**config.mk**
```make
export PLATFORM = sky130hd
export DESIGN_NAME = uart_cmd_ctrl
export DESIGN_NICKNAME = d
export VERILOG_FILES = /design/src/rtl/uart_cmd_ctrl.sv
export SDC_FILE = /design/constraint.sdc
export NUM_CORES = 1
export LEC_CHECK = 0
export CAP_MARGIN = 15
export CORE_MARGIN = 8
export CORE_UTILIZATION = 40
export CTS_BUF_LIST = sky130_fd_sc_hd__clkbuf_4 sky130_fd_sc_hd__clkbuf_8
export CTS_CLUSTER_SIZE = 24
export DETAILED_ROUTE_END_ITERATION = 10
export PLACE_DENSITY = 0.71
export SETUP_SLACK_MARGIN = 0.3
export SKIP_LAST_GASP = 1
export SLEW_MARGIN = 30
export SYNTH_ARGS = -nofsm -noshare
export SYNTH_HDL_FRONTEND = slang
export SYNTH_SLANG_ARGS = --single-unit
```
**constraint.sdc**
```tcl
create_clock -name CLK -period 2.1 [get_ports CLK]
set_input_delay 0.42 -clock CLK [delete_from_list [all_inputs] [get_ports CLK]]
set_output_delay 0.42 -clock CLK [all_outputs]
set_load 0.03 [all_outputs]
```
**src/rtl/uart_cmd_ctrl.sv**
```systemverilog
// rtl/uart_cmd_ctrl.sv - UART byte-command decoder driving a register-file port and a TX read-back path
module uart_cmd_ctrl #(
    parameter int DATA_WIDTH = 8,
    parameter int ADDR_WIDTH = 4,
    parameter int TIMEOUT    = 1023
) (
    input  logic                  CLK,
    input  logic                  RST,
    input  logic [DATA_WIDTH-1:0] RX_P_DATA,
    input  logic                  RX_D_VLD,
    input  logic                  RX_PAR_ERR,
    input  logic                  RX_STP_ERR,
    output logic [ADDR_WIDTH-1:0] RF_ADDR,
    output logic                  RF_WR_EN,
    output logic [DATA_WIDTH-1:0] RF_WR_DATA,
    output logic                  RF_RD_EN,
    input  logic [DATA_WIDTH-1:0] RF_RD_DATA,
    input  logic                  RF_RD_VLD,
    output logic [DATA_WIDTH-1:0] TX_DATA,
    output logic                  TX_VLD,
    input  logic                  TX_BUSY,
    output logic                  CMD_ERR
);

    localparam int CW = (TIMEOUT < 1) ? 1 : $clog2(TIMEOUT + 1);
    localparam logic [CW-1:0] TO_CNT = CW'(TIMEOUT);
    localparam logic [DATA_WIDTH-1:0] OP_WR = DATA_WIDTH'(8'hAA);
    localparam logic [DATA_WIDTH-1:0] OP_RD = DATA_WIDTH'(8'hBB);

    typedef enum logic [2:0] {
        IDLE, WR_ADDR, WR_DATA, RD_ADDR, RD_WAIT, TX_SEND
    } state_e;

    state_e                state_q, state_d;
    logic [CW-1:0]         cnt_q, cnt_d;
    logic [ADDR_WIDTH-1:0] addr_q, addr_d;
    logic [DATA_WIDTH-1:0] wr_data_q, wr_data_d;
    logic                  wr_en_q, wr_en_d;
    logic                  rd_en_q, rd_en_d;
    logic [DATA_WIDTH-1:0] tx_data_q, tx_data_d;
    logic                  tx_vld_q, tx_vld_d;
    logic                  err_q, err_d;
    logic                  rx_err;
    logic                  timed_out;

    assign rx_err    = RX_PAR_ERR | RX_STP_ERR;
    assign timed_out = (cnt_q == TO_CNT);

    always_ff @(posedge CLK or negedge RST) begin
        if (!RST) begin
            state_q   <= IDLE;
            cnt_q     <= '0;
            addr_q    <= '0;
            wr_data_q <= '0;
            wr_en_q   <= 1'b0;
            rd_en_q   <= 1'b0;
            tx_data_q <= '0;
            tx_vld_q  <= 1'b0;
            err_q     <= 1'b0;
        end else begin
            state_q   <= state_d;
            cnt_q     <= cnt_d;
            addr_q    <= addr_d;
            wr_data_q <= wr_data_d;
            wr_en_q   <= wr_en_d;
            rd_en_q   <= rd_en_d;
            tx_data_q <= tx_data_d;
            tx_vld_q  <= tx_vld_d;
            err_q     <= err_d;
        end
    end

    always_comb begin
        state_d   = state_q;
        cnt_d     = timed_out ? cnt_q : cnt_q + 1'b1;
        addr_d    = addr_q;
        wr_data_d = wr_data_q;
        wr_en_d   = 1'b0;
        rd_en_d   = 1'b0;
        tx_data_d = tx_data_q;
        tx_vld_d  = tx_vld_q;
        err_d     = 1'b0;

        case (state_q)
            IDLE: begin
                cnt_d = '0;
                if (rx_err) begin
                    err_d = 1'b1;
                end else if (RX_D_VLD) begin
                    if (RX_P_DATA == OP_WR)      state_d = WR_ADDR;
                    else if (RX_P_DATA == OP_RD) state_d = RD_ADDR;
                    else                         err_d   = 1'b1;
                end
            end
            WR_ADDR, WR_DATA, RD_ADDR: begin
                // An error on the same cycle as a byte wins: the byte is dropped.
                if (rx_err || (!RX_D_VLD && timed_out)) begin
                    err_d   = 1'b1;
                    state_d = IDLE;
                    cnt_d   = '0;
                end else if (RX_D_VLD) begin
                    cnt_d = '0;
                    case (state_q)
                        WR_ADDR: begin
                            addr_d  = RX_P_DATA[ADDR_WIDTH-1:0];
                            state_d = WR_DATA;
                        end
                        WR_DATA: begin
                            wr_data_d = RX_P_DATA;
                            wr_en_d   = 1'b1;
                            state_d   = IDLE;
                        end
                        default: begin
                            addr_d  = RX_P_DATA[ADDR_WIDTH-1:0];
                            rd_en_d = 1'b1;
                            state_d = RD_WAIT;
                        end
                    endcase
                end
            end
            RD_WAIT: begin
                if (RF_RD_VLD) begin
                    tx_data_d = RF_RD_DATA;
                    tx_vld_d  = 1'b1;
                    state_d   = TX_SEND;
                end else if (timed_out) begin
                    err_d   = 1'b1;
                    state_d = IDLE;
                    cnt_d   = '0;
                end
            end
            TX_SEND: begin
                cnt_d = '0;
                if (!TX_BUSY) begin
                    tx_vld_d = 1'b0;
                    state_d  = IDLE;
                end
            end
            default: begin
                state_d = IDLE;
                cnt_d   = '0;
            end
        endcase
    end

    assign RF_ADDR    = addr_q;
    assign RF_WR_EN   = wr_en_q;
    assign RF_WR_DATA = wr_data_q;
    assign RF_RD_EN   = rd_en_q;
    assign TX_DATA    = tx_data_q;
    assign TX_VLD     = tx_vld_q;
    assign CMD_ERR    = err_q;

endmodule

```
==> results of run 1 <==
## Yosys cell counts, types with 2 or more instances
cell type and number:
nor2_2 2, or2b_1 2, o21ai_0 3, a21oi_1 4, ha_1 2, and4_1 2, nand2_1 11, nand3_1 6
dfrtp_1 37, mux2i_1 4, mux2_1 20, buf_2 3, nand2b_1 2, o21ai_2 2, and2_1 2, buf_6 2
xor2_1 2, nor4_1 2, o21a_1 2, and3_1 5, nor2_1 14
## what timing repair did
| item | 4_1_cts | 5_1_grt |
|---|---|---|
| pin swaps | 0 | 2 |
| endpoints found under the hold margin | 0 | 0 |
| setup endpoints to repair | 1 | 11 |
| gates resized for setup | 2 | 2 |
## metal layers
metal	routed length, um	global-route usage
met5	0	0
met4	22	0.0491
met3	350	0.0584
met2	2130	0.226
met1	1580	0.138
## power groups by stage
stage	Clock, mW	Sequential (mW)	Combinational (mW)
final	0.503	1.03	1.05
after global routing	0.550	1.06	1.11
after global placement	0	1.03	1.05
after detailed placement	0	1.04	1.06
after CTS	0.518	1.03	1.06
after floorplan	0	1.31	0.326
## layout make-up
class                   instances  area, um2
fillers                       371       1890
flip-flops and latches         37        926
multi-input cells             108        806
repair buffers                 52        505
clock buffers                   7       90.1
well taps                      52       65.1
inverters                       2       10.0
## state kept, by name, summed over array words and instances (netlist names), 3 cells and up
name,flops
RF_ADDR,4
RF_WR_DATA,8
cnt_q,10
TX_DATA,8
state_q,3
## kinds of logic (layout without fill, tap and decap cells)
kind of cell               Yosys count  after routing  synth area share
and+or+nand+nor                     57             57             0.177
DFF                                 37             37             0.525
muxes                               25             25             0.159
AOI/OAI and AO/OA                   21             21            0.0823
buffers and inverters                7             61            0.0270
xor gates and xnor gates             3              3            0.0149
adders and majority gates            2              2            0.0142
## metrics by stage
stage / instances / util / worst slack [ns] / hold slack [ns]
4_1_cts: 258 / 0.557 / 0.329 / 0.489
3_5_place_dp: 251 / 0.535 / -0.0196 / 0.474
3_3_place_gp: 251 / 0.535 / 0.0378 / 0.472
6_report: 258 / 0.559 / 0.355 / 0.484
5_1_grt: 258 / 0.559 / 0.303 / 0.513
2_1_floorplan: 152 / - / 0.543 / 0.124
## worst paths after layout
path	endpoint	start	slack, ns
worst max-delay path	RF_ADDR[3]	RF_ADDR[3]	0.36
worst min-delay path	TX_DATA[3]	TX_DATA[3]	0.48
worst max register to register	state_q[1]	state_q[1]	0.42
worst min register to register	TX_DATA[3]	TX_DATA[3]	0.48
max in group asynchronous	cnt_q[0]	RST	1.21
min in group asynchronous	TX_DATA[4]	RST	0.56
==> impl_metrics.json, run 1 <==
{
  "dp_hpwl_um": 3040,
  "grt_use_total": 0.131,
  "fin_crit_ns": 1.74,
  "worstPathArrival_ns": 1.32,
  "syn_area_mm2": 0.00176,
  "totalPowerFinal_mw": 2.59,
  "wl_per_cell_um": 15.8,
  "ios": 47,
  "initial_utilization": 0.411,
  "design_area_mm2": 0.00240,
  "ys_ff_latch": 37,
  "via_per_inst": 5.31,
  "cts_buffer_depth": 2,
  "cts_made_buffers": 5,
  "dr.pass1.iters": 4,
  "drt-total-wl_um": 4080,
  "gp_congestion": 0.817,
  "dieArea_mm2": 0.00679,
  "nets": 231,
  "synth_nets": 177,
  "port-buffer-count": 46,
  "h-tree-depth": 2,
  "layout_common_cells": "clkdlybuf4s50_1, dfrtp_1, mux2_1",
  "endpoint_kind": "output port",
  "ys_types": 44,
  "sw_frac_of_total": 0.361,
  "crit_slowest_cell": "clkdlybuf4s50_1",
  "relSlewSlack": 0.689,
  "placed_area_mm2": 0.00230,
  "post_route_cells_drive_above_1_share": 0.112,
  "synth_area_leaders": "dfrtp_1, mux2_1, nor2_1",
  "startpoint_type": "register",
  "cp.required_ns": 1.68,
  "pwr-share-clk": 0.194,
  "fp.dieH_um": 82.4,
  "syn_inst": 152,
  "final-hold-violation-count": 0,
  "grt-ovfl-total": 0,
  "holdCritPathClass": "reg -> reg",
  "final_antenna_net_count": 0,
  "drc": 0,
  "cts_tree": "yes",
  "fmax_ghz": 0.573,
  "synth_top_flop_cell": "dfrtp_1",
  "peakVddDrop_mv": 0.791,
  "clkTransAtPathRegs_ns": 0.07,
  "areaGrowthSynthToFinish_pct": 36.3,
  "yosysSeqAreaShare": 0.525,
  "antenna_found_initial": 0,
  "setup_viol": 0,
  "synthArstFlopShare": 1.00,
  "max_cap_violations": 0,
  "root_buffer": "clkbuf_8",
  "vias": 1369,
  "pwr-share-seq": 0.400,
  "min_period_over_period": 0.831,
  "reg2regPathDepth": 4,
  "avgSynthCellArea_um2": 11.6,
  "diodes": 0,
  "tns_ns": 0,
  "critPathMaxFanout": 2,
  "fin_skew_ns": 0.00269,
  "grt_pass1_wl_um": 6910,
  "clkLatencyLatePin_ns": 0.28,
  "power_switching_mw": 0.935,
  "synth_edf_count": 0,
  "final-max-slew-violation-count": 0,
  "ctsHoldBuffers": 0,
  "hold_depth": 1,
  "slowest_delay_ns": 0.70,
  "final_common_cell": "clkdlybuf4s50_1",
  "grt_max_degree": 38,
  "grt_pass1_vias": 1510,
  "path_buf_inv": 1,
  "yosys_warnings": 0,
  "coreArea_mm2": 0.00429,
  "rsz0062_at_grt": "false",
  "leakagePower_nw": 1.06,
  "combPwrFrac": 0.406,
  "cts_num_sinks": 37,
  "rows": 24,
  "yosysTopAreaCellShare": 0.525,
  "dieWidth_um": 82.4,
  "crit_type": "reg -> out",
  "worst-slew-pin-transition_ns": 0.467,
  "cp_num_cells": 1,
  "path_delay_family": "buffers and inverters",
  "status": "complete, no violations",
  "synth_area_leader_cell": "dfrtp_1",
  "powerDensity_mw_per_mm2": 1080,
  "drt_iter0_markers": 71,
  "post_cts_buffers": 0,
  "crit_chain": "clkdlybuf4s50_1",
  "p_int_mw": 1.65
}
Power figures use the tool's default switching activity.
==> run 2: changes to the inputs <==
==> constraint.sdc (replaced) <==
create_clock -name CLK -period 1.8 [get_ports CLK]
set_input_delay 0.36 -clock CLK [delete_from_list [all_inputs] [get_ports CLK]]
set_output_delay 0.36 -clock CLK [all_outputs]
set_load 0.03 [all_outputs]
==> run 2 against run 1 <==
  * First-iteration DRC count did not move
  * Hold slack got worse by 0.014 ns
  * Sequential cell count did not move
  * Global-route usage rose by 1.9 points
  * Combinational power rose by 28%
  * Critical path depth rose by 5
  * Non-clock buffer count rose by 30
  * Clock power rose by 45%
==> impl_metrics.json, run 2 (synthesis gave the netlist of run 1 again) <==
{
  "fmax_ghz": 0.634,
  "grt_pass1_wl_um": 7650,
  "final-max-slew-violation-count": 0,
  "worstPathArrival_ns": 1.75,
  "dr.pass1.iters": 4,
  "startpoint_type": "input pin",
  "dp_hpwl_um": 3230,
  "gp_congestion": 0.844,
  "drc": 0,
  "max_cap_violations": 0,
  "clkLatencyLatePin_ns": 0.30,
  "top_register": "cnt_q",
  "fp.dieH_um": 82.4,
  "antenna_found_initial": 0,
  "initial_utilization": 0.411,
  "ctsHoldBuffers": 0,
  "holdCritPathClass": "in -> reg",
  "root_buffer": "clkbuf_8",
  "final_common_cell": "dfrtp_1",
  "largest_register_ffs": 10,
  "dieWidth_um": 82.4,
  "wl_per_cell_um": 16.9,
  "cts_num_sinks": 37,
  "nFillCells": 348,
  "crit_type": "in -> reg",
  "status": "complete, no violations",
  "preCtsSetupSlack_ns": -0.271,
  "layout_common_cells": "dfrtp_1, buf_4, dlygate4sd2_1",
  "areaGrowthSynthToFinish_pct": 55.5,
  "fin_crit_ns": 1.58,
  "drt_iter0_markers": 71,
  "leakagePower_nw": 1.34,
  "min_period_over_period": 0.877,
  "setup_viol": 0,
  "final_antenna_net_count": 0,
  "rows": 24,
  "clkTransAtPathRegs_ns": 0.07,
  "final-hold-violation-count": 0,
  "hold-worst-slack_ns": 0.470,
  "worst-slew-pin-transition_ns": 0.461,
  "grt-ovfl-total": 0,
  "cts_buffer_depth": 2,
  "endpoint_kind": "register",
  "cts_made_buffers": 5,
  "cp.required_ns": 1.97,
  "diodes": 0,
  "slowest_delay_ns": 0.41,
  "crit_chain": "clkdlybuf4s50_1 > nand2b_1 > nor3_2 > a31oi_2 > nor2_2 > mux2_4",
  "drt-total-wl_um": 4890,
  "grt_max_degree": 38,
  "cts_tree": "yes",
  "coreArea_mm2": 0.00429,
  "multiInputGateArea_um2": 896,
  "dieArea_mm2": 0.00679,
  "post_route_cells_drive_above_1_share": 0.321,
  "port-buffer-count": 46,
  "setup_slack_ns": 0.222,
  "h-tree-depth": 2,
  "regArea_um2": 930,
  "grt_use_total": 0.150,
  "fin_skew_ns": 0.0124,
  "relSlewSlack": 0.693,
  "ios": 47,
  "nets": 261,
  "rsz0062_at_grt": "true",
  "via_per_inst": 5.31,
  "critPathMaxFanout": 2,
  "peakVddDrop_mv": 0.951,
  "grt_pass1_vias": 1667,
  "crit_slowest_cell": "clkdlybuf4s50_1",
  "vias": 1536,
  "powerDensity_mw_per_mm2": 1200
}
run 2: changes by cell type in the layout (fill, tap and decap cells not counted), moves of 7 or more:
cell             before  now
mux2_1               20   13
clkdlybuf4s50_1      46   12
dlygate4sd2_1         0   31
buf_4                 6   32
mux2_4                1    8
run 2: critical path: cells and delay by family:
family          cells  cell delay, ns
simple gates        3            0.53
buf+inv             1            0.41
mux                 1            0.31
compound gates      1            0.15
run 2: where the power goes:
group	switching [mW]	internal, mW	total, mW
combinational	0.733	0.604	1.34
sequential	0.164	1.05	1.21
clock	0.299	0.431	0.730
total	1.20	2.08	3.28
run 2: path summary, 6_finish.rpt:
kind                              startpoint    endpoint  slack, ns  depth (start not counted)
min in group asynchronous                RST  TX_DATA[1]       0.48                          2
worst min register to register    TX_DATA[1]  TX_DATA[1]       0.49                          1
worst max-delay path            RX_P_DATA[6]  state_q[1]       0.22                          6
worst max register to register    state_q[1]  state_q[1]       0.22                          4
worst min-delay path            RX_P_DATA[0]  RF_ADDR[0]       0.47                          3
max in group asynchronous                RST  state_q[0]       0.95                          2
run 2: metrics by stage:
stage | cells | instance area [um2] | setup TNS, ns | power [mW] | utilization
global placement | 261 | 2400 | -1.63 | 2.48 | 0.558
detailed placement | 261 | 2400 | -2.07 | 2.50 | 0.558
CTS | 281 | 2620 | 0 | 3.19 | 0.610
global route | 289 | 2740 | 0 | 3.44 | 0.638
finish | 289 | 2740 | 0 | 3.28 | 0.638
floorplan | 152 | 1780 | 0 | 1.92 | -
run 2: per-layer routing:
layer  share of wire  vias to the layer above  track usage
li1                -                      714            -
met1            0.38                      757        0.147
met2            0.53                       51        0.261
met3           0.059                       14       0.0541
met4           0.029                        0       0.0965
met5               0                        -            0
run 2: what timing repair did:
| action | CTS | global route |
|---|---|---|
| endpoints found under the setup margin | 57 | 30 |
| cloned | 0 | 1 |
| gates resized for setup | 45 | 19 |
| pin swaps | 9 | 13 |
| setup buffers | 12 | 7 |
run 2: final cells by class:
cell class,count,share of cell area
Clock buffer,6,0.0278
Multi-Input combinational cell,108,0.327
Inverter,2,0.00456
Tap cell,52,0.0237
Sequential cell,37,0.339
Timing Repair Buffer,82,0.264
Clock inverter,2,0.0141
